## src/rtl/board_kernel_bridge_mc.sv

```systemverilog
// Host control bridge: 32-bit Avalon-MM slave that serves a local CSR bank and
// forwards kernel-window accesses to one of NUM_KERNELS 64-bit CRA masters.
// Also handles per-kernel IRQ masking and aggregation, a timed kernel soft
// reset, and a CRA access timeout. One host transaction is in flight at a time.
module board_kernel_bridge_mc #(
  parameter int NUM_KERNELS  = 2,
  parameter int CTRL_ADDR_W  = 14,
  parameter int CRA_ADDR_W   = 30,
  parameter int RESET_CYCLES = 16,
  parameter int TIMEOUT      = 1024
) (
  input  logic                        clk_clk,
  input  logic                        reset_reset,
  input  logic [CTRL_ADDR_W-1:0]      ctrl_address,
  input  logic                        ctrl_read,
  input  logic                        ctrl_write,
  input  logic [31:0]                 ctrl_writedata,
  input  logic [3:0]                  ctrl_byteenable,
  output logic                        ctrl_waitrequest,
  output logic [31:0]                 ctrl_readdata,
  output logic                        ctrl_readdatavalid,
  output logic [CRA_ADDR_W-1:0]       kernel_cra_address,
  output logic [63:0]                 kernel_cra_writedata,
  output logic [7:0]                  kernel_cra_byteenable,
  output logic [NUM_KERNELS-1:0]      kernel_cra_read,
  output logic [NUM_KERNELS-1:0]      kernel_cra_write,
  input  logic [NUM_KERNELS-1:0]      kernel_cra_waitrequest,
  input  logic [64*NUM_KERNELS-1:0]   kernel_cra_readdata,
  input  logic [NUM_KERNELS-1:0]      kernel_cra_readdatavalid,
  input  logic [NUM_KERNELS-1:0]      kernel_irq_from_kernel_irq,
  output logic                        kernel_irq_to_host_irq,
  output logic                        kernel_reset_reset_n,
  output logic [1:0]                  acl_bsp_memorg_host0x018_mode
);

  localparam int KSEL_W = (NUM_KERNELS > 1) ? $clog2(NUM_KERNELS) : 1;
  localparam int OFF_W  = CTRL_ADDR_W - 1 - KSEL_W;
  localparam int CSR_W  = CTRL_ADDR_W - 1;
  localparam int RCNT_W = $clog2(RESET_CYCLES + 1);
  localparam int TCNT_W = $clog2(TIMEOUT);

  localparam logic [KSEL_W:0]   NK_LIM    = (KSEL_W+1)'(NUM_KERNELS);
  localparam logic [TCNT_W-1:0] TMO_LAST  = TCNT_W'(TIMEOUT - 1);
  localparam logic [31:0]       VERSION   = 32'h0002_0000 | NUM_KERNELS;
  localparam logic [31:0]       ABORT_RD  = 32'hDEAD_BEEF;

  localparam logic [2:0] S_IDLE = 3'd0;
  localparam logic [2:0] S_CMD  = 3'd1;
  localparam logic [2:0] S_RESP = 3'd2;
  localparam logic [2:0] S_ACK  = 3'd3;
  localparam logic [2:0] S_RDV  = 3'd4;

  logic [2:0]             state;
  logic                   is_rd;
  logic                   half;
  logic [KSEL_W-1:0]      ksel;
  logic [TCNT_W-1:0]      tcnt;
  logic [31:0]            rdata;
  logic [NUM_KERNELS-1:0] irq_mask;
  logic [1:0]             mode;
  logic                   err_flag;
  logic [1:0]             err_k;
  logic [RCNT_W-1:0]      rcnt;
  logic                   irq_out;

  logic                   req;
  logic                   is_kern;
  logic                   k_valid;
  logic [KSEL_W-1:0]      req_k;
  logic [OFF_W-1:0]       req_w;
  logic [CSR_W-1:0]       csr_off;
  logic [31:0]            csr_rdata;
  logic [31:0]            lane;
  logic                   tmo_fire;
  logic                   bad_k;
  logic                   csr_wr;

  // Byte address of the 64-bit CRA word holding 32-bit host word w.
  function automatic logic [CRA_ADDR_W-1:0] cra_byte_addr(input logic [OFF_W-1:0] w);
    logic [CRA_ADDR_W+OFF_W+1:0] wide;
    wide = {{CRA_ADDR_W{1'b0}}, w[OFF_W-1:1], 3'b000};
    return wide[CRA_ADDR_W-1:0];
  endfunction

  assign req     = ctrl_read | ctrl_write;
  assign is_kern = ctrl_address[CTRL_ADDR_W-1];
  assign req_k   = ctrl_address[CTRL_ADDR_W-2 -: KSEL_W];
  assign req_w   = ctrl_address[OFF_W-1:0];
  assign csr_off = ctrl_address[CSR_W-1:0];
  assign k_valid = ({1'b0, req_k} < NK_LIM);
  assign lane    = kernel_cra_readdata[{ksel, half, 5'd0} +: 32];

  // Timeout check only matters while a CRA access is outstanding.
  assign tmo_fire = ((state == S_CMD) || (state == S_RESP)) && (tcnt == TMO_LAST);
  assign bad_k    = (state == S_IDLE) && req && is_kern && !k_valid;
  assign csr_wr   = (state == S_IDLE) && ctrl_write && !ctrl_read && !is_kern;

  assign ctrl_waitrequest              = (state != S_ACK);
  assign ctrl_readdatavalid            = (state == S_RDV);
  assign ctrl_readdata                 = rdata;
  assign kernel_irq_to_host_irq        = irq_out;
  assign kernel_reset_reset_n          = (rcnt == '0);
  assign acl_bsp_memorg_host0x018_mode = mode;

  // CSR read multiplexer; unmapped offsets read as zero.
  always_comb begin
    csr_rdata = '0;
    if (csr_off == CSR_W'(0))      csr_rdata = VERSION;
    else if (csr_off == CSR_W'(1)) csr_rdata = 32'(kernel_irq_from_kernel_irq);
    else if (csr_off == CSR_W'(2)) csr_rdata = 32'(irq_mask);
    else if (csr_off == CSR_W'(3)) csr_rdata = {30'd0, mode};
    else if (csr_off == CSR_W'(4)) csr_rdata = {31'd0, (rcnt != '0)};
    else if (csr_off == CSR_W'(5)) csr_rdata = {22'd0, err_k, 7'd0, err_flag};
  end

  // Per-kernel strobes come straight from state so reset drops them at once;
  // they are withheld on the timeout cycle so an abort never issues a command.
  always_comb begin
    kernel_cra_read  = '0;
    kernel_cra_write = '0;
    if ((state == S_CMD) && !tmo_fire) begin
      if (is_rd) kernel_cra_read  = NUM_KERNELS'(1) << ksel;
      else       kernel_cra_write = NUM_KERNELS'(1) << ksel;
    end
  end

  // Transaction FSM: request decode, CRA command/response, host handshake.
  always_ff @(posedge clk_clk or posedge reset_reset) begin
    if (reset_reset) begin
      state                 <= S_IDLE;
      is_rd                 <= 1'b0;
      half                  <= 1'b0;
      ksel                  <= '0;
      tcnt                  <= '0;
      rdata                 <= '0;
      kernel_cra_address    <= '0;
      kernel_cra_writedata  <= '0;
      kernel_cra_byteenable <= '0;
    end else begin
      case (state)
        S_IDLE: begin
          if (req) begin
            is_rd <= ctrl_read;
            if (!is_kern) begin
              if (ctrl_read) rdata <= csr_rdata;
              state <= S_ACK;
            end else if (k_valid) begin
              ksel                  <= req_k;
              half                  <= req_w[0];
              tcnt                  <= '0;
              kernel_cra_address    <= cra_byte_addr(req_w);
              kernel_cra_writedata  <= {ctrl_writedata, ctrl_writedata};
              kernel_cra_byteenable <= ctrl_read ? 8'hFF :
                                       (req_w[0] ? {ctrl_byteenable, 4'h0} : {4'h0, ctrl_byteenable});
              state                 <= S_CMD;
            end else begin
              rdata <= ABORT_RD;
              state <= S_ACK;
            end
          end
        end
        S_CMD: begin
          if (tmo_fire) begin
            rdata <= ABORT_RD;
            state <= S_ACK;
          end else begin
            tcnt <= tcnt + 1'b1;
            if (!kernel_cra_waitrequest[ksel]) state <= is_rd ? S_RESP : S_ACK;
          end
        end
        S_RESP: begin
          if (tmo_fire) begin
            rdata <= ABORT_RD;
            state <= S_ACK;
          end else begin
            tcnt <= tcnt + 1'b1;
            if (kernel_cra_readdatavalid[ksel]) begin
              rdata <= lane;
              state <= S_ACK;
            end
          end
        end
        S_ACK:   state <= is_rd ? S_RDV : S_IDLE;
        S_RDV:   state <= S_IDLE;
        default: state <= S_IDLE;
      endcase
    end
  end

  // CSR state: IRQ mask, memory mode, sticky error, soft-reset counter, IRQ output.
  always_ff @(posedge clk_clk or posedge reset_reset) begin
    if (reset_reset) begin
      irq_mask <= '0;
      mode     <= 2'd0;
      err_flag <= 1'b0;
      err_k    <= 2'd0;
      rcnt     <= RCNT_W'(RESET_CYCLES);
      irq_out  <= 1'b0;
    end else begin
      irq_out <= |(kernel_irq_from_kernel_irq & irq_mask);
      if (csr_wr && (csr_off == CSR_W'(2)) && ctrl_byteenable[0])
        irq_mask <= ctrl_writedata[NUM_KERNELS-1:0];
      if (csr_wr && (csr_off == CSR_W'(3)) && ctrl_byteenable[0])
        mode <= ctrl_writedata[1:0];
      if (tmo_fire || bad_k) begin
        err_flag <= 1'b1;
        err_k    <= bad_k ? 2'(req_k) : 2'(ksel);
      end else if (csr_wr && (csr_off == CSR_W'(5)) && ctrl_byteenable[0] && ctrl_writedata[0]) begin
        err_flag <= 1'b0;
      end
      if (csr_wr && (csr_off == CSR_W'(4)))
        rcnt <= RCNT_W'(RESET_CYCLES);
      else if (rcnt != '0)
        rcnt <= rcnt - 1'b1;
    end
  end

endmodule
```

## config.mk

```make
export PLATFORM = sky130hd
export DESIGN_NAME = board_kernel_bridge_mc
export DESIGN_NICKNAME = d
export VERILOG_FILES = /design/src/rtl/board_kernel_bridge_mc.sv
export SDC_FILE = /design/constraint.sdc
export NUM_CORES = 1
export LEC_CHECK = 0
export CAP_MARGIN = 20
export CORE_MARGIN = 2
export CORE_UTILIZATION = 30
export CTS_CLUSTER_DIAMETER = 200
export DETAILED_ROUTE_END_ITERATION = 12
export HOLD_SLACK_MARGIN = 0.12
export PLACE_DENSITY = 0.63
export SLEW_MARGIN = 20
export SYNTH_ARGS = -nofsm -noshare
export SYNTH_HDL_FRONTEND = slang
export SYNTH_SLANG_ARGS = --single-unit
```

## constraint.sdc

```tcl
create_clock -name clk_clk -period 4.27 [get_ports clk_clk]
set_clock_uncertainty 0.05 [all_clocks]
set_input_delay 0.427 -clock clk_clk [delete_from_list [all_inputs] [get_ports clk_clk]]
set_output_delay 0.427 -clock clk_clk [all_outputs]
set_load 0.01 [all_outputs]
```

==> results.toml <==
[clock_tree]
htreeDepth = 3
cts-root-buf = "clkbuf_16"
cts_tree = "done"
clock-sinks = 111
cts_resized = 0
clock_path_buffers = 2
clk_latency_ns = 0.36
path_clk_slew_ns = 0.09
cts_buffers = 9
postCtsHoldBufs = 0
cts_setup_buffers = 0

[floorplan]
start_util_pct = 30.4
ios = 332
die_h_um = 147
fp-row-count = 52
die_area_mm2 = 0.0215
fp.dieW_um = 147
core_mm2 = 0.0201

[synthesis]
synth_top_area_share_pct = 45.0
synthArstFlopShare_pct = 100
yosysMostFrequentCell = "nand2_1"
synth-edff-count = 0
ys_seq_area_share_pct = 45.4
syn_area_mm2 = 0.00612
synthTopCellsByCount = "nand2_1, dfrtp_1, buf_4, o21ai_0, mux4_2"
synth_seq_cells = 111
ys_warn_count = 0
synthCells = 636
yosysTopAreaCell = "dfrtp_1"
synthFlopType = "dfrtp_1"
ys_top_cells_by_area = "dfrtp_1, nand2_1, mux4_2"
yosysUniqueCellTypes = 56
synth.avg_cell_area_um2 = 9.62

[final_layout]
final_nets = 1086
fill_cells = 1870
antenna_cells = 0
drive_gt1_share_pct = 8.56
areaGrowthSynthToFinish_pct = 55.1
multi_input_area_mm2 = 0.00283
final_core_util_pct = 47.2
regArea_mm2 = 0.00278

[critical_path]
r2r_cells = 5
required_ns = 3.79
cp.arrival_ns = 2.44
crit_type = "reg2out"
cp-end-kind = "output port"
path_max_fanout = 10
crit_path_start_kind = "register"

[sta]
setup_ws_ns = 1.35
finalSetupTns_ns = 0
setup_violations = 0
final.min_clock_period_ns = 2.92
tightestPinTransition_ns = 1.03
fmax_mhz = 342
hold_viol = 0
grt_setup_unrepaired = "no"
slew_viol_final = 0
max_slew_margin_pct = 31.1
layout_worst_path_cycle_share_pct = 68.4

[power_and_ir_drop]
p_sw_mw = 2.34
vdd_drop_max_uv = 269
p_int_mw = 3.66
p_comb_share_pct = 52.7
p_seq_share_pct = 31.4
powerDensity_mw_per_mm2 = 633
p_leak_nw = 3.96
switching_share_pct = 39.0
clkPwrFrac_pct = 15.9

[routing]
via_per_inst = 4.70
drc = 0
drt_first_iter_violations = 239
vias = 5495
dr.pass1.iters = 4
routedWlPerCell_um = 17.3
wirelength_um = 20300
ant_nets = 0

[global_routing]
grt_use_total_pct = 18.5
gr-total-overflow = 0
first_global_vias = 5359
grt_max_degree = 67
grt_first_pass_wirelength_um = 30900
antenna_found_initial = 0

[run_status]
outcome = "complete, no violations"

[worst_hold_path]
hold_depth = 2
min_path_type = "reg2reg"

[placed_design]
routabilityCongestion = 0.793
place_ws_ns = 1.47
hpwl_um = 15600
portBuffers = 312

[job]
maxCapViolations = 0
worst max-delay path: stages, from the launching register on:
cell and delay [ns]:
dfrtp_1 0.42, ha_1 0.22, nand3_1 0.16, nor3_4 0.11, or3_1 0.42, nor3_1 0.19
clkdlybuf4s50_1 0.57
layer usage:
| metal | part of all wire, % | global-route usage, % | routed length, um |
|---|---|---|---|
| met1 | 41 | 23.0 | 8330 |
| met2 | 50 | 32.0 | 10200 |
| met3 | 6.8 | 4.63 | 1380 |
| met4 | 1.7 | 5.19 | 336 |
| met5 | 0 | 0 | 0 |
per-stage QoR:
stage	instance area, um2	total power, mW	std cells	hold slack, ns
2_1_floorplan	6180	3.69	654	0.392
5_1_grt	9490	6.43	1170	0.453
4_1_cts	9490	6.08	1170	0.434
6_report	9490	6.00	1170	0.431
3_3_place_gp	9160	5.06	1154	0.406
3_5_place_dp	9160	5.11	1154	0.412
registers in the layout, indices dropped and copies added (netlist names), 2 cells and up:
name                           flops
kernel_cra_writedata              32
rcnt                               5
kernel_cra_address                11
state                              3
irq_mask                           2
acl_bsp_memorg_host0x018_mode      2
kernel_cra_byteenable              8
tcnt                              10
ctrl_readdata                     32
final timing paths:
kind	startpoint	endpoint	slack [ns]
worst max-delay path	tcnt[0]	kernel_cra_read[0]	1.35
worst min-delay path	kernel_cra_address[5]	kernel_cra_address[5]	0.43
worst max register to register	state[2]	kernel_cra_address[9]	1.77
worst min register to register	kernel_cra_address[5]	kernel_cra_address[5]	0.43
max in group asynchronous	reset_reset	ctrl_readdata[30]	2.51
min in group asynchronous	reset_reset	kernel_cra_writedata[50]	0.51
placed cells by master (no fill, tap or decap), drive strengths merged, types with 2 or more instances in the layout:
| cell type | count |
|---|---|
| clkdlybuf4s50 | 312 |
| nand2 | 191 |
| dfrtp | 110 |
| o21ai | 63 |
| mux4 | 31 |
| nor2 | 24 |
| conb | 19 |
| nand3 | 14 |
| a21oi | 12 |
| xnor2 | 11 |
| nor3 | 10 |
| clkbuf | 9 |
| inv | 9 |
| buf | 8 |
| nor4 | 6 |
| mux2 | 6 |
| nand3b | 6 |
| nor2b | 5 |
| mux2i | 4 |
| o211ai | 4 |
| o21bai | 3 |
| nand2b | 3 |
| o32ai | 3 |
| ha | 3 |
| nand4bb | 2 |
| or3 | 2 |
| a211oi | 2 |
| a31oi | 2 |
| nor3b | 2 |
| bufinv | 2 |
cell families after synthesis:
family / Yosys count / share of synthesized area [%]
fa+ha+maj: 3 / 0.614
other cells: 1 / 0.0613
compound gates: 99 / 9.61
mux: 41 / 13.2
buf+inv: 96 / 9.57
flops: 111 / 45.4
xor+xnor: 12 / 1.72
simple gates: 273 / 19.8
power groups by stage:
| stage | Combinational, mW | Sequential [mW] | Clock [mW] |
|---|---|---|---|
| 2_1_floorplan | 1.77 | 1.92 | 0 |
| 3_3_place_gp | 3.16 | 1.90 | 0 |
| 3_5_place_dp | 3.20 | 1.91 | 0 |
| 4_1_cts | 3.21 | 1.90 | 0.973 |
| 5_1_grt | 3.45 | 1.96 | 1.02 |
| 6_report | 3.16 | 1.89 | 0.953 |
final cells by class:
type | instances | area share (%)
repair buffers | 320 | 33.6
clock buffers | 9 | 2.37
inverters | 6 | 0.264
flip-flops and latches | 111 | 29.3
well taps | 270 | 3.56
multi-input cells | 447 | 29.9
clock inverters | 7 | 1.07
(Power assumes the default switching activity.)
